## src/rtl/uart_pkg.sv

```systemverilog
// Shared UART definitions for the RX and TX sides.
// Holds the receiver FSM state encoding and the default frame geometry.
package uart_pkg;

  localparam int UART_DATA_BITS  = 8;
  localparam int UART_OVERSAMPLE = 16;

  typedef enum logic [1:0] {
    ST_IDLE  = 2'd0,
    ST_START = 2'd1,
    ST_DATA  = 2'd2,
    ST_STOP  = 2'd3
  } uart_state_t;

endpackage

```

## src/rtl/sync_2ff.sv

```systemverilog
// Two-flop synchronizer for a single asynchronous line.
// Both flops reset to the line's idle level.
module sync_2ff #(
  parameter logic RESET_VALUE = 1'b1
) (
  input  logic clk,
  input  logic rst,
  input  logic d,
  output logic q
);

  logic meta;

  always_ff @(posedge clk or posedge rst) begin
    if (rst) begin
      meta <= RESET_VALUE;
      q    <= RESET_VALUE;
    end else begin
      meta <= d;
      q    <= meta;
    end
  end

endmodule

```

## src/rtl/uart_rx_16x.sv

```systemverilog
// UART receiver with oversampled mid-bit sampling, LSB-first payload, one stop bit.
// Reports each frame as a one-clock rx_valid or frame_err pulse.
module uart_rx_16x
  import uart_pkg::*;
#(
  parameter int DATA_BITS  = UART_DATA_BITS,
  parameter int OVERSAMPLE = UART_OVERSAMPLE
) (
  input  logic                 clk,
  input  logic                 rst,
  input  logic                 tick_16x,
  input  logic                 rx,
  output logic [DATA_BITS-1:0] rx_data,
  output logic                 rx_valid,
  output logic                 frame_err,
  output logic                 busy
);

  localparam int CNT_W = $clog2(OVERSAMPLE);
  localparam int IDX_W = $clog2(DATA_BITS + 1);
  localparam logic [CNT_W-1:0] CNT_MID  = CNT_W'(OVERSAMPLE / 2 - 1);
  localparam logic [CNT_W-1:0] CNT_LAST = CNT_W'(OVERSAMPLE - 1);
  localparam logic [IDX_W-1:0] IDX_LAST = IDX_W'(DATA_BITS - 1);

  logic                 rx_s;
  uart_state_t          state, state_n;
  logic [CNT_W-1:0]     cnt, cnt_n;
  logic [IDX_W-1:0]     idx, idx_n;
  logic [DATA_BITS-1:0] shreg;
  logic                 wait_high, wait_high_n;
  logic                 shift_en, done_ok, done_err;

  sync_2ff #(.RESET_VALUE(1'b1)) u_sync (
    .clk (clk),
    .rst (rst),
    .d   (rx),
    .q   (rx_s)
  );

  assign busy = (state != ST_IDLE);

  always_ff @(posedge clk or posedge rst) begin
    if (rst) begin
      state     <= ST_IDLE;
      cnt       <= '0;
      idx       <= '0;
      shreg     <= '0;
      wait_high <= 1'b0;
      rx_data   <= '0;
      rx_valid  <= 1'b0;
      frame_err <= 1'b0;
    end else begin
      state     <= state_n;
      cnt       <= cnt_n;
      idx       <= idx_n;
      wait_high <= wait_high_n;
      rx_valid  <= done_ok;
      frame_err <= done_err;
      if (shift_en)
        shreg <= {rx_s, shreg[DATA_BITS-1:1]};
      if (done_ok)
        rx_data <= shreg;
    end
  end

  // After a low stop bit the line must be seen high before a new start edge counts,
  // so a held break produces a single frame error.
  always_comb begin
    state_n     = state;
    cnt_n       = cnt;
    idx_n       = idx;
    wait_high_n = wait_high;
    shift_en    = 1'b0;
    done_ok     = 1'b0;
    done_err    = 1'b0;
    if (tick_16x) begin
      case (state)
        ST_IDLE: begin
          if (rx_s) begin
            wait_high_n = 1'b0;
          end else if (!wait_high) begin
            state_n = ST_START;
            cnt_n   = '0;
          end
        end
        ST_START: begin
          if (cnt == CNT_MID) begin
            cnt_n = '0;
            idx_n = '0;
            state_n = rx_s ? ST_IDLE : ST_DATA;
          end else begin
            cnt_n = cnt + 1'b1;
          end
        end
        ST_DATA: begin
          if (cnt == CNT_LAST) begin
            shift_en = 1'b1;
            cnt_n    = '0;
            idx_n    = idx + 1'b1;
            if (idx == IDX_LAST)
              state_n = ST_STOP;
          end else begin
            cnt_n = cnt + 1'b1;
          end
        end
        ST_STOP: begin
          if (cnt == CNT_LAST) begin
            cnt_n   = '0;
            state_n = ST_IDLE;
            if (rx_s) begin
              done_ok = 1'b1;
            end else begin
              done_err    = 1'b1;
              wait_high_n = 1'b1;
            end
          end else begin
            cnt_n = cnt + 1'b1;
          end
        end
        default: state_n = ST_IDLE;
      endcase
    end
  end

endmodule

```

## config.mk

```make
export PLATFORM = sky130hd
export DESIGN_NAME = uart_rx_16x
export DESIGN_NICKNAME = d
export VERILOG_FILES = /design/src/rtl/uart_pkg.sv /design/src/rtl/sync_2ff.sv /design/src/rtl/uart_rx_16x.sv
export SDC_FILE = /design/constraint.sdc
export NUM_CORES = 1
export LEC_CHECK = 0
export ABC_AREA = 1
export CORE_ASPECT_RATIO = 1.4
export CORE_UTILIZATION = 50
export CTS_BUF_LIST = sky130_fd_sc_hd__clkbuf_4 sky130_fd_sc_hd__clkbuf_8 sky130_fd_sc_hd__clkbuf_16
export CTS_CLUSTER_DIAMETER = 50
export DETAILED_ROUTE_END_ITERATION = 8
export GPL_TIMING_DRIVEN = 0
export PLACE_DENSITY = 0.82
export SLEW_MARGIN = 30
export SYNTH_ARGS = -nofsm -noshare
export SYNTH_HDL_FRONTEND = slang
export SYNTH_SLANG_ARGS = --single-unit
```

## constraint.sdc

```tcl
create_clock -name clk -period 1.83 [get_ports clk]
set_input_delay 0.366 -clock clk [delete_from_list [all_inputs] [get_ports clk]]
set_output_delay 0.366 -clock clk [all_outputs]
set_load 0.02 [all_outputs]
```

Word-level counts from Yosys, hierarchy flattened
Cells that the tools add are included.
- add/subtract/negate cells: 2
- eq/ne operators: 14
- muxes and demuxes: 31
- reductions and logical operators: 9
- operator list (kind ; count):
    $mux W4 ; 6
    $mux W1 ; 14
    $mux W2 ; 7
    $ne A2 B2 Y1 const B ; 7
    $pmux W4 S3 ; 1
    $add A4 B1 Y4 const B ; 2
    $eq A4 B3 Y1 const B ; 2
    $pmux W2 S4 ; 1
    $pmux W4 S2 ; 1
    $reduce_and A7 Y1 ; 1
    $reduce_bool A2 Y1 ; 3
    $reduce_and A5 Y1 ; 1
    $eq A2 B2 Y1 const B ; 2
    $eq A4 B4 Y1 const B ; 1
    $reduce_and A4 Y1 ; 1
    $reduce_and A3 Y1 ; 1
    $eq A2 B1 Y1 const B ; 1
    $logic_not A2 Y1 ; 1
    $ne A2 B1 Y1 const B ; 1
    $pmux W1 S2 ; 1
    $reduce_or A2 Y1 ; 1
- register bits: 31
- bits of input ports: 4
- output and inout port bits: 11
- logic and storage cells: 66

Longest topological paths before layout
Gate-level depths: netlist of run 1.
- word-level depth: 4
- gate-level depth with buffers: 8
- depth with buffers taken out: 8

Cells and area by module
Synthesis of run 1 repeated with hierarchy kept, for this count alone.
- cells, all modules: 158
- area total of the unflattened synthesis: 1525.2 um2
- modules (own cells, without submodules) (module ; instances ; cells each ; area each (um2)):
    uart_rx_16x ; 1 ; 155 ; 1468.9
    sync_2ff ; 1 ; 3 ; 56.3

Least setup slack after synthesis of run 1
OpenSTA, ideal clock, no wires.
- path kind: register -> register
- from: register cnt[0]
- to: register rx_data[4]
- library setup time: 118 ps
- data arrival time: 1160 ps
- data required time: 1712 ps
- slack: 551 ps
- cell stages (with the launch flop): 8
- path through: dfrtp_1 > ha_1 > nand3_2 > nor2_4 > nand3_4 > buf_6 > nand2_2 > o21ai_2
- word-level cells in the longest chain between the ends: 4
- RTL lines (element ; line ; text):
    start: declaration ; uart_rx_16x.sv:27 ; logic [CNT_W-1:0] cnt, cnt_n;
    start signal: assignment ; uart_rx_16x.sv:54 ; cnt <= cnt_n;
    $eq A4 B4 Y1 ; uart_rx_16x.sv:107 ; if (cnt == CNT_LAST) begin
    $mux W1 ; uart_rx_16x.sv:107 ;
    $mux W1 ; uart_rx_16x.sv:77 ; case (state)
    $mux W1 ; uart_rx_16x.sv:76 ; if (tick_16x) begin
    end signal: assignment ; uart_rx_16x.sv:62 ; rx_data <= shreg;
    end: declaration ; uart_rx_16x.sv:13 ; output logic [DATA_BITS-1:0] rx_data,
No other way between the ends.
A chain may end at the register's enable or synchronous reset.

==> qor.tcl, run 1 <==
set qor(cts_max_level) 2
set qor(layout_setup_ws_ns) 0.119
set qor(global_route.usage.met3) 0.0596
set qor(ys_seq_elements) 31
set qor(cts.repair_timing.setup_buffer_count) 0
set qor(track_usage) 0.207
set qor(hold_end) {u_sync.q}
set qor(finish.net_count) 185
set qor(number_of_design_rule_violations_left_after_detail_routing) 0
set qor(tritoncts_clock_tree) {done}
set qor(worstSkewPairLatency_ns) 0.29
set qor(antenna_cells) 0
set qor(timing.slew.headroom) 0.572
set qor(num-fill-cells) 227
set qor(route.detailed.wl_per_inst_um) 12.6
set qor(starting_density_of_the_core) 0.523
set qor(timing.critical_path.cells) {nor2_4 -> inv_1 -> dlygate4sd2_1}
set qor(setup_tns_ns) 0
set qor(grt_max_degree) 32
set qor(synth_top_cell_by_area) {sky130_fd_sc_hd__dfrtp_1}
set qor(worstSetupStartpointType) {register}
set qor(worst_ep_required_time_ns) 1.46
set qor(outcome) {finished, final reports clean}
set qor(r2r-end) {rx_data[0]}
set qor(top_level_ports) 15
set qor(gr-usage-met1) 0.204
set qor(part_of_the_yosys_area_used_for_sequential_elements) 0.522
set qor(post_route_cells_drive_above_1_share) 0.283
set qor(totalWireLength_um) 2730
set qor(critPathArrivalTime_ns) 1.35
set qor(numClockSinks) 31
set qor(final_period_minus_worst_setup_slack_ns) 1.71
set qor(rsz0062_at_grt) {no}
set qor(synthesis.nets) 164
set qor(endpoint_type_of_the_worst_setup_path) {primary output}
set qor(max_capacitance_violation_count) 0
set qor(cts_inserted_buffers) 5
set qor(timing.setup.critical_path_class) {reg2out}
set qor(timing.final.hold_violations) 0
set qor(detailedRoute.firstPassIterationCount) 4
set qor(hold_path_class) {reg2reg}
set qor(dpl-instance-area_um2) 1680
set qor(synth.lib_cells_used.distinct) 24
set qor(yosysWarnings) 0
set qor(route.vias.total) 1094
set qor(synth_top_area_frac) 0.487
set qor(finalClockSkew_ns) 0.00769
set qor(hold_path_depth) 0
set qor(cts-resized-gates) 5
set qor(die-width_um) 48.1
set qor(cts_buffer_depth) 2
set qor(synth_area_leaders) {sky130_fd_sc_hd__dfrtp_1 49%, sky130_fd_sc_hd__nand2_1 11%, sky130_fd_sc_hd__o21ai_2 9.4%}
set qor(most_crowded_layer_gr) {met2}
set qor(root_buffer) {sky130_fd_sc_hd__clkbuf_8}
set qor(grt_antenna_before_repair) 0
set qor(crit_slowest_cell) {sky130_fd_sc_hd__dfrtp_2}
set qor(critPathMaxStageDelay_ns) 0.48
set qor(finalSetupViolations) 0
set qor(ir_worst_vdd_mv) 0.896
set qor(globalRoute.totalOverflow) 0
set qor(place_hpwl_um) 2010
set qor(gp_congestion) 0.821
set qor(timing.rr.start) {cnt[0]}
set qor(post_cts_hold_buffer_count) 0
set qor(dieArea_um2) 3210
set qor(regArea_um2) 781
set qor(clkSlewWorstSetupHoldPaths_ns) 0.06
set qor(worst-r2r-cell-count) 7
set qor(period_share) 0.935
set qor(dp_slack_ns) 0.0548
set qor(first_global_vias) 1168
set qor(max_slew.worst_pin.slew_ns) 0.640
set qor(design_area_um2) 1770
set qor(launch_point_of_the_worst_hold_path) {u_sync.meta}
set qor(floorplan.die.height_um) 66.6
set qor(fmaxAchievable_ghz) 0.584
set qor(post_synth.cell_area_avg_um2) 9.43
set qor(r2r_setup_slack_ns) 0.37
set qor(fp.coreArea_um2) 2850
set qor(synth_cells) 158
set qor(areaGrowthSynthToFinish_pct) 19.1
set qor(fp-row-count) 23
set qor(grtUsageMet2) 0.360
set qor(multi_input_comb_area_um2) 611
set qor(portBuffers) 14
set qor(report.final.slew_viol_count) 0
set qor(detail-route-antenna-nets) 0
set qor(power_leakage_nw) 0.821
set qor(detail_route.iter0.violations) 22
set qor(power-per-cell-area_nw_per_um2) 1020
set qor(worst-path-max-fanout) 6
set qor(detail_route.vias_per_cell) 5.04
set qor(grt_first_pass_wirelength_um) 4600
set qor(netlist_area_um2) 1490
## sequential cells by signal, indices dropped and copies added (netlist names), named ones only
register     flops
wait_high        1
u_sync.q         1
state            1
frame_err        1
idx              4
u_sync.meta      1
rx_data          8
rx_valid         1
shreg            8
cnt              4
## Yosys cell counts
master	count
sky130_fd_sc_hd__a21oi_1	2
sky130_fd_sc_hd__a21oi_2	1
sky130_fd_sc_hd__a21oi_4	1
sky130_fd_sc_hd__buf_6	2
sky130_fd_sc_hd__dfrtp_1	29
sky130_fd_sc_hd__dfstp_2	2
sky130_fd_sc_hd__ha_1	2
sky130_fd_sc_hd__inv_1	19
sky130_fd_sc_hd__inv_2	4
sky130_fd_sc_hd__nand2_1	42
sky130_fd_sc_hd__nand2_2	6
sky130_fd_sc_hd__nand2_4	1
sky130_fd_sc_hd__nand3_1	6
sky130_fd_sc_hd__nand3_2	2
sky130_fd_sc_hd__nand3_4	1
sky130_fd_sc_hd__nand3b_1	1
sky130_fd_sc_hd__nand4_1	2
sky130_fd_sc_hd__nor2_1	8
sky130_fd_sc_hd__nor2_4	3
sky130_fd_sc_hd__o21ai_0	4
sky130_fd_sc_hd__o21ai_1	2
sky130_fd_sc_hd__o21ai_2	16
sky130_fd_sc_hd__o22ai_1	1
sky130_fd_sc_hd__xor2_1	1
## logic make-up (layout without fill, tap and decap cells)
group | Yosys count | count (layout) | synth area share
fa+ha+maj | 2 | 2 | 0.0168
compound gates | 27 | 27 | 0.142
flops | 31 | 31 | 0.522
xor+xnor | 1 | 1 | 0.00588
simple gates | 72 | 72 | 0.240
buf+inv | 25 | 47 | 0.0730
## placed cells by master (no fill, tap or decap), drive strengths merged
master / count
nand2: 49
dfrtp: 29
inv: 23
o21ai: 22
clkdlybuf4s50: 13
nor2: 11
nand3: 9
clkbuf: 5
a21oi: 4
buf: 2
nand4: 2
ha: 2
clkinvlp: 2
dfstp: 2
nand3b: 1
o22ai: 1
xor2: 1
clkinv: 1
dlygate4sd2: 1
## worst max path at each step
stage | startpoint | end | slack (ns) | cells after the start
floorplan | cnt[0] | rx_data[4] | 0.55 | 7
detailed placement | register | busy | 0.05 | 3
global route | register | busy | 0.04 | 3
CTS | register | busy | 0.13 | 3
finish | register | busy | 0.12 | 3
global placement | register | busy | 0.07 | 3
## per-layer routing
layer	vias to the layer above	wire length, µm
li1	544	-
met1	525	1120
met2	17	1440
met3	8	87
met4	0	75
met5	-	0
## stage by stage
stage,power (mW),cells,hold WS (ns),util
3_5_place_dp,1.28,209,0.347,0.588
6_report,1.81,217,0.356,0.623
3_3_place_gp,1.26,209,0.347,0.588
4_1_cts,1.83,217,0.357,0.623
2_1_floorplan,1.17,158,0.345,-
5_1_grt,1.93,217,0.358,0.623
## power by group
part | switching (mW) | total, mW | internal (mW)
Sequential | 0.0966 | 0.843 | 0.747
Clock | 0.262 | 0.526 | 0.264
Combinational | 0.291 | 0.446 | 0.155
Total | 0.650 | 1.81 | 1.17
## critical path, delay by kind of cell (launching register included)
family / cells / cell delay (ns)
DFF: 1 / 0.48
buffers and inverters: 2 / 0.40
and+or+nand+nor: 1 / 0.18
## cell type report
type	count	share of cell area
Sequential cell	31	0.440
Multi-Input combinational cell	102	0.344
Timing Repair Buffer	14	0.0783
Inverter	23	0.0487
Clock buffer	5	0.0388
Tap cell	37	0.0261
Buffer	2	0.0127
Clock inverter	3	0.0113
(Power assumes the default switching activity.)
==> run 2, diff against run 1 <==
- DONT_BUFFER_PORTS: not set -> 1
- PLACE_DENSITY: 0.82 -> 0.76
==> run 2 against run 1 <==
  * Critical path depth decreased by 1
  * Sequential power down 2%
  * Fmax is 4.8% higher
  * Via count decreased by 5.2%
  * Combinational power shrank 4.9%
  * Register-to-register slack got worse by 0.03 ns
  * Critical endpoint unchanged
==> qor.tcl, run 2 (synthesis results as in run 1) <==
set qor(detailedRoute.firstPassIterationCount) 4
set qor(worstSkewPairLatency_ns) 0.29
set qor(endpoint_type_of_the_worst_setup_path) {primary output}
set qor(post_route_cells_drive_above_1_share) 0.289
set qor(clkSlewWorstSetupHoldPaths_ns) 0.06
set qor(antenna_cells) 0
set qor(share_of_power_burned_in_registers) 0.462
set qor(num-fill-cells) 256
set qor(hold_path_class) {in2async}
set qor(power_leakage_nw) 0.781
set qor(cts_buffer_depth) 2
set qor(tritoncts_clock_tree) {done}
set qor(cts-resized-gates) 0
set qor(final_core_util) 0.570
set qor(ir_worst_vdd_mv) 0.864
set qor(layout_common_cells) {42 x sky130_fd_sc_hd__nand2_1, 29 x sky130_fd_sc_hd__dfrtp_1, 18 x sky130_fd_sc_hd__inv_1}
set qor(max_capacitance_violation_count) 0
set qor(route.detailed.wl_per_inst_um) 12.8
set qor(grt_max_degree) 32
set qor(power_switching_mw) 0.617
set qor(dp_slack_ns) 0.368
set qor(finish.net_count) 171
set qor(top_level_ports) 15
set qor(cts_inserted_buffers) 5
set qor(layout_setup_ws_ns) 0.197
set qor(critPathArrivalTime_ns) 1.27
set qor(root_buffer) {sky130_fd_sc_hd__clkbuf_8}
set qor(final_period_minus_worst_setup_slack_ns) 1.63
set qor(fmaxAchievable_ghz) 0.612
set qor(post_cts_hold_buffer_count) 0
set qor(reg_top3) {rx_data: 8 flops, shreg: 8 flops}
set qor(fp-row-count) 23
set qor(number_of_design_rule_violations_left_after_detail_routing) 0
set qor(max_slew.worst_pin.slew_ns) 0.616
set qor(pwr-share-clk) 0.300
set qor(outcome) {finished, final reports clean}
set qor(globalRoute.totalOverflow) 0
set qor(worst-path-max-fanout) 6
set qor(numClockSinks) 31
set qor(place_inst) 195
set qor(rsz0062_at_grt) {no}
set qor(first_global_vias) 1109
set qor(worstSetupStartpointType) {register}
set qor(portBuffers) 0
set qor(report.final.slew_viol_count) 0
set qor(power-per-cell-area_nw_per_um2) 1100
set qor(route.vias.total) 1037
set qor(fp.coreArea_um2) 2850
set qor(period_share) 0.893
set qor(grt_first_pass_wirelength_um) 4510
set qor(finalSetupViolations) 0
set qor(dpl-instance-area_um2) 1540
set qor(layout_commonest_cell) {sky130_fd_sc_hd__nand2_1}
set qor(gp_congestion) 0.811
set qor(setup_tns_ns) 0
set qor(dieArea_um2) 3210
set qor(starting_density_of_the_core) 0.523
set qor(totalWireLength_um) 2600
set qor(place_hpwl_um) 1920
set qor(floorplan.die.height_um) 66.6
set qor(timing.slew.headroom) 0.589
set qor(grt_antenna_before_repair) 0
set qor(design_area_um2) 1630
set qor(timing.final.hold_violations) 0
set qor(areaGrowthSynthToFinish_pct) 9.07
set qor(die-width_um) 48.1
set qor(worst_ep_required_time_ns) 1.46
set qor(instances_no_fill) 203
set qor(totalPowerFinal_mw) 1.78
set qor(track_usage) 0.209
set qor(hold_ws_ns) 0.0336
set qor(detail_route.iter0.violations) 12
set qor(pwr-share-comb) 0.238
set qor(p_sw_frac) 0.346
set qor(finalClockSkew_ns) 0.00576
set qor(detail_route.vias_per_cell) 5.11
set qor(detail-route-antenna-nets) 0
set qor(cts.repair_timing.setup_buffer_count) 0
set qor(cts_max_level) 2
set qor(intPower_mw) 1.17
set qor(timing.setup.critical_path_class) {reg2out}
[run 2: path summary, 6_finish.rpt]
check                               to  cells past startpoint  slack (ns)         from
setup reg to reg              register                      8        0.34       idx[0]
setup / recovery                  busy                      2        0.20     register
min in group clk           u_sync.meta                      0        0.07           rx
hold reg to reg               u_sync.q                      0        0.36  u_sync.meta
hold / removal                rx_valid                      1        0.03          rst
max in group asynchronous       idx[2]                      1        1.38          rst
[run 2: power groups by stage]
stage	clock network (mW)	logic (mW)	registers [mW]
after global routing	0.583	0.477	0.832
after detailed placement	0	0.419	0.835
after CTS	0.553	0.431	0.823
after global placement	0	0.400	0.829
after floorplan	0	0.351	0.819
final	0.536	0.424	0.824
[run 2: layer usage]
metal	GRT usage	share of wire	vias to the layer above
met5	0	0	-
li1	-	-	513
met2	0.335	0.52	20
met3	0.0678	0.042	14
met4	0.142	0.052	0
met1	0.218	0.38	490
[run 2: critical path, stage by stage, from the launching register on]
cell and delay, ns:
sky130_fd_sc_hd__dfrtp_1 0.46, sky130_fd_sc_hd__nor2_1 0.30, sky130_fd_sc_hd__inv_1 0.22
[run 2: cell type report]
cell class                 instances  area, µm²  area share
buffer                             2       22.5      0.0139
clock buffer                       7       83.8      0.0516
clock inverter                     1       5.00     0.00308
inverter                          23       86.3      0.0531
multi-input combinational        102        603       0.371
sequential                        31        778       0.479
tap                               37       46.3      0.0285
